<file path="src/rtl/y86_seq_ctrl.sv">
// ---------------------------------------------------------------------------
// y86_seq_ctrl
//   Multi-cycle sequencer for the Y86-64 core. Each instruction walks through
//   FETCH -> DECODE -> EXEC -> [MEM] -> WB -> PC. The sequencer issues one
//   datapath enable per stage, gates the condition-code latch to EXEC of OPQ,
//   runs the instruction/data memory req/ack handshakes and owns the
//   architectural status code.
//
//   Outputs are a Moore decode of the state register and the captured icode.
//
//   Optional build macro:
//     Y86_MEM_TIMEOUT_EN - a FETCH or MEM wait that lasts TIMEOUT cycles
//                          without an ack drops the request and halts with
//                          status ADR. An ack in the expiry cycle still wins.
//                          Without the macro the handshakes wait indefinitely.
//
// Parameters
//   CNT_W    width of the retired-instruction counter
//   TIMEOUT  memory-ack timeout in cycles (only with Y86_MEM_TIMEOUT_EN)
//
// Ports
//   clk_i          clock, rising edge
//   rst_i          asynchronous active-high reset
//   start_i        leave IDLE and begin fetching
//   imem_req_o     instruction fetch request (held until imem_ack_i)
//   imem_ack_i     fetch complete; icode_i/instr_valid_i/imem_err_i valid
//   imem_err_i     fetch address error
//   instr_valid_i  fetched instruction decodes legally
//   icode_i        fetched icode
//   dmem_req_o     data memory request (held until dmem_ack_i)
//   dmem_we_o      data memory write, valid with dmem_req_o
//   dmem_ack_i     data access complete
//   dmem_err_i     data address error, valid with dmem_ack_i
//   decode_en_o    latch register-file read values
//   exec_en_o      latch ALU result valE
//   cc_en_o        condition-code load enable
//   wb_en_o        register-file write enable
//   pc_en_o        PC update enable
//   retire_o       one-cycle pulse per retired instruction
//   busy_o         high in any state except IDLE and HALTED
//   stat_o         status: AOK=1 HLT=2 ADR=3 INS=4
//   instret_o      retired instruction count (wraps)
// ---------------------------------------------------------------------------
module y86_seq_ctrl #(
  parameter int CNT_W   = 32,
  parameter int TIMEOUT = 255
) (
  input  logic             clk_i,
  input  logic             rst_i,
  input  logic             start_i,
  output logic             imem_req_o,
  input  logic             imem_ack_i,
  input  logic             imem_err_i,
  input  logic             instr_valid_i,
  input  logic [3:0]       icode_i,
  output logic             dmem_req_o,
  output logic             dmem_we_o,
  input  logic             dmem_ack_i,
  input  logic             dmem_err_i,
  output logic             decode_en_o,
  output logic             exec_en_o,
  output logic             cc_en_o,
  output logic             wb_en_o,
  output logic             pc_en_o,
  output logic             retire_o,
  output logic             busy_o,
  output logic [2:0]       stat_o,
  output logic [CNT_W-1:0] instret_o
);

  localparam logic [3:0] I_HALT   = 4'h0;
  localparam logic [3:0] I_RMMOVQ = 4'h4;
  localparam logic [3:0] I_MRMOVQ = 4'h5;
  localparam logic [3:0] I_OPQ    = 4'h6;
  localparam logic [3:0] I_CALL   = 4'h8;
  localparam logic [3:0] I_RET    = 4'h9;
  localparam logic [3:0] I_PUSHQ  = 4'hA;
  localparam logic [3:0] I_POPQ   = 4'hB;

  localparam logic [2:0] ST_AOK = 3'd1;
  localparam logic [2:0] ST_HLT = 3'd2;
  localparam logic [2:0] ST_ADR = 3'd3;
  localparam logic [2:0] ST_INS = 3'd4;

  // A zero timeout would expire before any ack could be seen.
  if (TIMEOUT < 1) begin : g_bad_timeout
    $error("y86_seq_ctrl: TIMEOUT must be at least 1");
  end

  typedef enum logic [2:0] {
    S_IDLE   = 3'd0,
    S_FETCH  = 3'd1,
    S_DECODE = 3'd2,
    S_EXEC   = 3'd3,
    S_MEM    = 3'd4,
    S_WB     = 3'd5,
    S_PC     = 3'd6,
    S_HALTED = 3'd7
  } state_t;

  state_t           state_q, state_d;
  logic [3:0]       icode_q, icode_d;
  logic [2:0]       stat_q, stat_d;
  logic [CNT_W-1:0] instret_q, instret_d;

  logic is_mem_op;
  logic is_mem_write;

  assign is_mem_op = (icode_q == I_RMMOVQ) || (icode_q == I_MRMOVQ) ||
                     (icode_q == I_CALL)   || (icode_q == I_RET)    ||
                     (icode_q == I_PUSHQ)  || (icode_q == I_POPQ);

  assign is_mem_write = (icode_q == I_RMMOVQ) || (icode_q == I_CALL) ||
                        (icode_q == I_PUSHQ);

`ifdef Y86_MEM_TIMEOUT_EN
  localparam int TMO_W = $clog2(TIMEOUT + 1);

  logic [TMO_W-1:0] tmo_q, tmo_d;
  logic             tmo_expired;

  // tmo_q counts completed wait cycles; the last allowed cycle is TIMEOUT-1.
  assign tmo_expired = (tmo_q == TMO_W'(TIMEOUT - 1));

  // Cleared on every entry into FETCH/MEM, counts only while staying there.
  always_comb begin
    tmo_d = '0;
    if ((state_d == state_q) && ((state_q == S_FETCH) || (state_q == S_MEM))) begin
      tmo_d = tmo_q + 1'b1;
    end
  end

  always_ff @(posedge clk_i or posedge rst_i) begin
    if (rst_i) begin
      tmo_q <= '0;
    end else begin
      tmo_q <= tmo_d;
    end
  end
`endif

  // State register
  always_ff @(posedge clk_i or posedge rst_i) begin
    if (rst_i) begin
      state_q   <= S_IDLE;
      icode_q   <= 4'h0;
      stat_q    <= ST_AOK;
      instret_q <= '0;
    end else begin
      state_q   <= state_d;
      icode_q   <= icode_d;
      stat_q    <= stat_d;
      instret_q <= instret_d;
    end
  end

  // Next-state logic
  always_comb begin
    state_d   = state_q;
    icode_d   = icode_q;
    stat_d    = stat_q;
    instret_d = instret_q;
    case (state_q)
      S_IDLE: begin
        if (start_i) state_d = S_FETCH;
      end
      S_FETCH: begin
        // Address error outranks an illegal instruction on the same ack.
        if (imem_ack_i) begin
          if (imem_err_i) begin
            stat_d  = ST_ADR;
            state_d = S_HALTED;
          end else if (!instr_valid_i) begin
            stat_d  = ST_INS;
            state_d = S_HALTED;
          end else begin
            icode_d = icode_i;
            state_d = S_DECODE;
          end
        end
`ifdef Y86_MEM_TIMEOUT_EN
        else if (tmo_expired) begin
          stat_d  = ST_ADR;
          state_d = S_HALTED;
        end
`endif
      end
      S_DECODE: begin
        if (icode_q == I_HALT) begin
          stat_d  = ST_HLT;
          state_d = S_HALTED;
        end else begin
          state_d = S_EXEC;
        end
      end
      S_EXEC: begin
        state_d = is_mem_op ? S_MEM : S_WB;
      end
      S_MEM: begin
        if (dmem_ack_i) begin
          if (dmem_err_i) begin
            stat_d  = ST_ADR;
            state_d = S_HALTED;
          end else begin
            state_d = S_WB;
          end
        end
`ifdef Y86_MEM_TIMEOUT_EN
        else if (tmo_expired) begin
          stat_d  = ST_ADR;
          state_d = S_HALTED;
        end
`endif
      end
      S_WB: begin
        state_d = S_PC;
      end
      S_PC: begin
        instret_d = instret_q + 1'b1;
        state_d   = S_FETCH;
      end
      S_HALTED: begin
        state_d = S_HALTED;
      end
      default: begin
        state_d = S_IDLE;
      end
    endcase
  end

  // Output decode
  always_comb begin
    imem_req_o  = 1'b0;
    dmem_req_o  = 1'b0;
    dmem_we_o   = 1'b0;
    decode_en_o = 1'b0;
    exec_en_o   = 1'b0;
    cc_en_o     = 1'b0;
    wb_en_o     = 1'b0;
    pc_en_o     = 1'b0;
    retire_o    = 1'b0;
    busy_o      = (state_q != S_IDLE) && (state_q != S_HALTED);
    stat_o      = stat_q;
    instret_o   = instret_q;
    case (state_q)
      S_FETCH:  imem_req_o  = 1'b1;
      S_DECODE: decode_en_o = 1'b1;
      S_EXEC: begin
        exec_en_o = 1'b1;
        cc_en_o   = (icode_q == I_OPQ);
      end
      S_MEM: begin
        dmem_req_o = 1'b1;
        dmem_we_o  = is_mem_write;
      end
      // Non-writing instructions still get wb_en; the datapath selects RNONE.
      S_WB:     wb_en_o = 1'b1;
      S_PC: begin
        pc_en_o  = 1'b1;
        retire_o = 1'b1;
      end
      default: ;
    endcase
  end

endmodule

</file>
<file path="config.mk">
export PLATFORM = sky130hd
export DESIGN_NAME = y86_seq_ctrl
export DESIGN_NICKNAME = d
export VERILOG_FILES = /design/src/rtl/y86_seq_ctrl.sv
export SDC_FILE = /design/constraint.sdc
export NUM_CORES = 1
export LEC_CHECK = 0
export ABC_AREA = 1
export CAP_MARGIN = 20
export CORE_MARGIN = 1.5
export CORE_UTILIZATION = 54
export DETAILED_ROUTE_END_ITERATION = 7
export PLACE_DENSITY = 0.95
export SYNTH_ARGS = -nofsm -noshare
export SYNTH_HDL_FRONTEND = slang
export SYNTH_SLANG_ARGS = --single-unit
export TNS_END_PERCENT = 5
</file>
<file path="constraint.sdc">
create_clock -name clk_i -period 2.5 [get_ports clk_i]
set_input_delay 0.5 -clock clk_i [delete_from_list [all_inputs] [get_ports clk_i]]
set_output_delay 0.5 -clock clk_i [all_outputs]
set_load 0.05 [all_outputs]
</file>
==> key figures, run 1 <==
Logic synthesis
  • Register area share after synthesis: 42.6%
  • Netlist cell types: 36
  • Ys Warns: 0
  • Cell accounting for the most synthesized area: dfrtp_1
  • Seq cells post-synth: 42
  • Syn nets: between 300 and 400
  • Cells after Synth: around 310
  • Ranking of synthesized cells by area: dfrtp_1 42%, nand2_1 15%, nor2_1 5.8%
  • Mapped Area: between 2000 and 2500 um^2
  • Top_reg_cell synth: dfrtp_1
  • Share of synthesized registers carrying an async set or reset: 100%
  • Synth top area share: just over 40%
  • Mean area per synthesized cell: 7.94 um^2
  • Post-synth EDFFs: 0

Route
  • Via count: 2,190
  • Wire per inst: 13.2 um
  • Post-route antenna net violation count: 0
  • DRC Markers: 0
  • Drt total wl: ~5.6 mm
  • 1st-iter DRT viols: 159
  • Drt pass-1 iters: 4
  • Post-DR vias/cell: approximately 5.2

Critical path
  • Worst path required time: around 2.0 ns
  • Cells on worst reg2reg path: 8
  • Reg-to-Reg Start: instret_o[0]
  • Crit. End Element: output pin
  • Worst Path Buf+Inv: 1
  • FF-to-FF End: instret_o[22]
  • Worst-path fanout max: 8
  • Crit-path cells: nand2_1 > nor2_1 > clkdlybuf4s50_1
  • Worst endpoint data arrival time: approximately 1.9 ns
  • Critical Path Max Stage Delay: ~0.8 ns
  • Crit-path slowest cell: clkdlybuf4s50_1
  • Worst Setup Path Type: reg2out
  • Critical Path Source Type: flop
  • Family with the most delay on the worst path: buffers and inverters
  • R2r setup slk: ~0.93 ns

STA
  • Count of final setup violators: 0
  • Final worst path period need: 2.38 ns
  • Worst-margin pin slew: 0.540 ns
  • Final-report max-slew violation count: 0
  • RSZ-0062 raised after global routing: false
  • Max transition margin: between 60% and 70%
  • Clock skew: around 0.012 ns
  • FMAX: roughly 420 MHz
  • Final hold vios: 0
  • Fin crit share: roughly 95%

Layout
  • Share of post-route cells with drive strength above 1: approximately 11%
  • Leading cell type in the layout, fill and taps excluded: nand2_1
  • Area grow syn2layout: 29.4%
  • Inserted Diodes: 0
  • Most frequent cells in the layout: 97 x nand2_1, 47 x clkdlybuf4s50_1, 41 x dfrtp_1
  • Final instance count without filler cells: roughly 420
  • FILL cells: 337
  • Final Net Count: ~380

Placed design
  • DPL Wire Length: approximately 4.3 mm
  • Buffers on Ports: 56
  • Placed cells: approximately 420
  • RePlAce Congestion: between 0.9 and 1

Clock tree
  • Worst skew pair latency: 0.30 ns
  • Max Root-Sink Buffers: 2
  • CTS tree: built
  • CTS sink cnt: between 40 and 50
  • Post-CTS setup buffers: 0
  • H-tree levels: 2
  • Total CTS buffers: 5
  • CTS resizes: 2
  • Clk root buf: clkbuf_8
  • Worst-path clk slew: approximately 0.07 ns
  • Hold_buf cts: 0

GRT
  • Initial antenna violation count: 0
  • Grt total ovfl: 0
  • Vias in the first global route: approximately 2k
  • Pin count of the biggest net entering global routing: 43
  • GRT Total Usage: 24.0%
  • First-pass GRT wire length: between 9 and 10 mm

Power and ir drop
  • Pwr Total: approximately 2.8 mW
  • PwrDens: about 860 nW/um^2
  • Lkg Pwr: between 1.5 and 2 nW
  • Max VDD drop: ~0.68 mV

Die
  • Die area: approximately 5000 um^2
  • Initial cell density of the core: between 50% and 60%
  • I/O pin total: 57
  • Row count: 24
  • Core Area: between 4000 and 5000 um^2
  • DIE WIDTH: 70.6 um
  • Die Height: ~71 um

Hold path
  • Hold Startpoint: stat_o[0]
  • Worst Hold Path EP: stat_o[0]
  • Hold WC Path Type: reg2reg
  • Hold-critical path depth: 2

Run status
  • Outcome: completed

Run
  • Max-Cap Viols: 0
[per-layer routing]
layer / vias to the layer above / global-route usage [%] / routed length [um]
li1: 1098 / - / -
met1: 1027 / 30.7 / 2490
met2: 59 / 40.5 / 2790
met3: 6 / 5.98 / 239
met4: 0 / 7.55 / 59
met5: - / 0 / 0
[per-stage QoR]
stage	hold slack [ns]	setup TNS, ns	area [um^2]	util [%]	worst slack [ns]
after floorplan	0.507	-0.189	2470	-	-0.189
after global placement	0.454	0	3050	69.5	0.358
after detailed placement	0.458	0	3050	69.5	0.296
after CTS	0.470	0	3190	72.7	0.00426
after global routing	0.480	0	3190	72.9	0.0354
final	0.470	0	3190	72.9	0.121
[cell families (layout without fill, tap and decap cells)]
logic type,count (synthesis),in the layout,share of synthesized area (%)
AOI/OAI and AO/OA,15,15,3.35
xor gates and xnor gates,17,17,6.03
adders and majority gates,1,1,0.507
buffers and inverters,40,101,7.50
DFF,42,42,42.6
and+or+nand+nor,196,196,40.0
[worst max-delay path by stage]
stage	startpoint	to	slack, ns	cells past startpoint
after global routing	state_q[0]	wb_en_o	0.04	3
after floorplan	state_q[2]	cc_en_o	-0.19	4
after CTS	state_q[2]	exec_en_o	0.004	4
after global placement	state_q[1]	imem_req_o	0.36	4
final	state_q[0]	wb_en_o	0.12	3
after detailed placement	state_q[1]	imem_req_o	0.30	4
[worst min-delay path, stage by stage, from the launching register on]
cell	delay, ns
dfstp_2	0.37
nand2_1	0.05
nand2_1	0.04
[registers in the layout, summed over array words and instances (netlist names)]
| register | count |
|---|---|
| instret_o | 32 |
| icode_q | 4 |
| stat_o | 3 |
| state_q | 3 |
[layout make-up]
| type | instances | area, um^2 | share of cell area (%) |
|---|---|---|---|
| inverters | 36 | 140 | 4.39 |
| flip-flops and latches | 42 | 1050 | 32.9 |
| multi-input cells | 229 | 1240 | 38.7 |
| clock buffers | 6 | 82.6 | 2.59 |
| clock inverters | 2 | 60.1 | 1.88 |
| well taps | 52 | 65.1 | 2.04 |
| repair buffers | 57 | 558 | 17.5 |
[report_power, final]
| part | switching [mW] | internal (mW) | leakage, nW |
|---|---|---|---|
| combinational | 0.792 | 0.366 | 0.933 |
| clock | 0.238 | 0.426 | 0.0714 |
| sequential | 0.143 | 0.797 | 0.556 |
[cells in the mapped netlist (all sizes together), types with 3 or more instances]
cell type / number
nand2: 99
nand3: 22
inv: 36
xnor2: 11
nor2: 49
a21oi: 3
nand4: 9
nand3b: 8
nor3: 5
dfrtp: 41
buf: 4
xor2: 6
o21ai: 9
(Power assumes the default switching activity.)
==> run 2: changes to the inputs <==
Settings changed: CORE_MARGIN 1.5 to not set, CORE_UTILIZATION 54 to 50, PLACE_DENSITY 0.95 to 0.9.
Clock period 2.5 ns to 2.4 ns, I/O delays scaled along.
==> run 2 against run 1 <==
Clock-buffer cell count grew 1; core utilization fell by 5.5 points; flip-flop and latch count stayed put; first-iteration DRC count rose by 13%; final cell count increased by 3.5%; critical path depth rose by 2; sequential share of layout area increased by 0.12 points; critical endpoint is now dmem_we_o; largest power group unchanged; power shrank 3.3%; largest cell class unchanged.
==> key figures, run 2 (synthesis gave the netlist of run 1 again) <==
STA
  • FMAX: around 450 MHz
  • Final hold vios: 0
  • Fin crit share: between 90 and 100%
  • Clock skew: 0.00806 ns
  • Count of final setup violators: 0
  • Hold_ws: about 0.50 ns
  • RSZ-0062 raised after global routing: false
  • Final-report max-slew violation count: 0
  • Worst-margin pin slew: approximately 0.53 ns
  • Final worst path period need: between 2 and 2.5 ns
  • Max transition margin: between 60% and 70%

Run
  • Max-Cap Viols: 0

Clock tree
  • Worst-path clk slew: 0.08 ns
  • CTS sink cnt: between 40 and 50
  • Clk root buf: clkbuf_8
  • Max Root-Sink Buffers: 2
  • Post-CTS setup buffers: 0
  • Total CTS buffers: 5
  • CTS tree: built
  • H-tree levels: 2
  • Worst skew pair latency: around 0.29 ns

Layout
  • FILL cells: approximately 380
  • Share of post-route cells with drive strength above 1: approximately an eighth
  • Max reg flops: 32
  • Final instance count without filler cells: around 440
  • Inserted Diodes: 0
  • Leading cell type in the layout, fill and taps excluded: nand2_1
  • Area grow syn2layout: 28.9%
  • Final Net Count: around 380
  • Most frequent cells in the layout: 97 x nand2_1, 46 x clkdlybuf4s50_1, 41 x dfrtp_1

Die
  • Core Area: 4720 um^2
  • Initial cell density of the core: 52.3%
  • Die Height: about 72 um
  • I/O pin total: 57
  • DIE WIDTH: around 72 um
  • Row count: 25
  • Die area: 5220 um^2

Placed design
  • Buffers on Ports: 56
  • RePlAce Congestion: between 0.9 and 1
  • DPL Wire Length: 4.26 mm
  • Placed cells: between 400 and 500

Critical path
  • Worst Setup Path Type: reg2out
  • Critical Path Source Type: flop
  • Worst-path fanout max: 8
  • Worst endpoint data arrival time: 1.75 ns
  • Worst path required time: 1.92 ns
  • Crit. End Element: output pin

Route
  • 1st-iter DRT viols: approximately 180
  • Post-DR vias/cell: slightly above 5
  • Via count: 2,209
  • Post-route antenna net violation count: 0
  • Drt pass-1 iters: 4
  • DRC Markers: 0
  • Drt total wl: around 5.5 mm
  • Wire per inst: around 12 um

Power and ir drop
  • Lkg Pwr: approximately 1.5 nW
  • Max VDD drop: between 0.6 and 0.7 mV
  • PwrDens: 840 nW/um^2

GRT
  • Grt total ovfl: 0
  • Pin count of the biggest net entering global routing: 43
  • Vias in the first global route: ~2.1k
  • First-pass GRT wire length: 9.10 mm
  • Initial antenna violation count: 0
  • GRT Total Usage: between 20% and 30%

Run status
  • Outcome: completed

Hold path
  • Hold WC Path Type: reg2reg
-- run 2: cell count changes in the layout (fill, tap and decap cells not counted), sizes merged --
cell and change:
dlygate4sd2 -2, bufinv -2, clkdlybuf4s50 -1, clkbuf +1, buf +4, clkinv +1
dlymetal6s2s -1
-- run 2: power by group --
part,switching [mW],internal (mW),leakage (nW)
clock,0.242,0.232,0.0482
combinational,0.825,0.391,0.933
sequential,0.152,0.830,0.556
total,1.22,1.45,1.54
-- run 2: worst paths after layout --
check	from	depth (start not counted)	endpoint	slack [ns]
max	state_q[2]	5	dmem_we_o	0.17
min	stat_o[1]	2	stat_o[1]	0.50
max reg2reg	instret_o[0]	8	instret_o[26]	0.79
min reg2reg	stat_o[1]	2	stat_o[1]	0.50
max in group asynchronous	rst_i	3	instret_o[25]	1.41
min in group asynchronous	rst_i	3	instret_o[6]	0.62
-- run 2: stage by stage --
stage	worst slack [ns]	area (um^2)	setup TNS (ns)	utilization, %	power [mW]
after floorplan	-0.00113	2480	-0.00113	-	1.91
after global placement	0.390	3090	0	65.4	2.16
after detailed placement	0.361	3090	0	65.4	2.21
after CTS	0.0303	3180	0	67.3	2.68
after global routing	0.0422	3180	0	67.4	2.82
final	0.168	3180	0	67.4	2.67
-- run 2: metal layers --
metal | track usage (%) | share of wire [%] | routed length [um] | vias up
li1 | - | - | - | 1098
met4 | 10.7 | 1.9 | 102 | 0
met1 | 29.0 | 44 | 2390 | 1034
met3 | 3.33 | 5.2 | 284 | 10
met2 | 37.0 | 49 | 2680 | 67
met5 | 0 | 0 | 0 | -
-- run 2: cell type report --
cell class	count	area [um^2]	area share, %
Clock buffer	7	86.3	2.71
Multi-Input combinational cell	229	1240	39.0
Timing Repair Buffer	57	573	18.0
Sequential cell	42	1050	33.1
Tap cell	67	83.8	2.63
Inverter	36	140	4.40
Clock inverter	1	5.00	0.157
-- run 2: critical path: stages (launching register included) --
cell	delay, ns
dfrtp_1	0.53
inv_1	0.17
nor2_2	0.23
inv_1	0.10
nor3b_2	0.26
buf_12	0.17
-- run 2: what timing repair did --
action | in CTS | in global routing
resized for setup | 0 | 1
setup endpoints to repair | 0 | 1
hold endpoints to repair | 0 | 0
hold buffers | 0 | 0
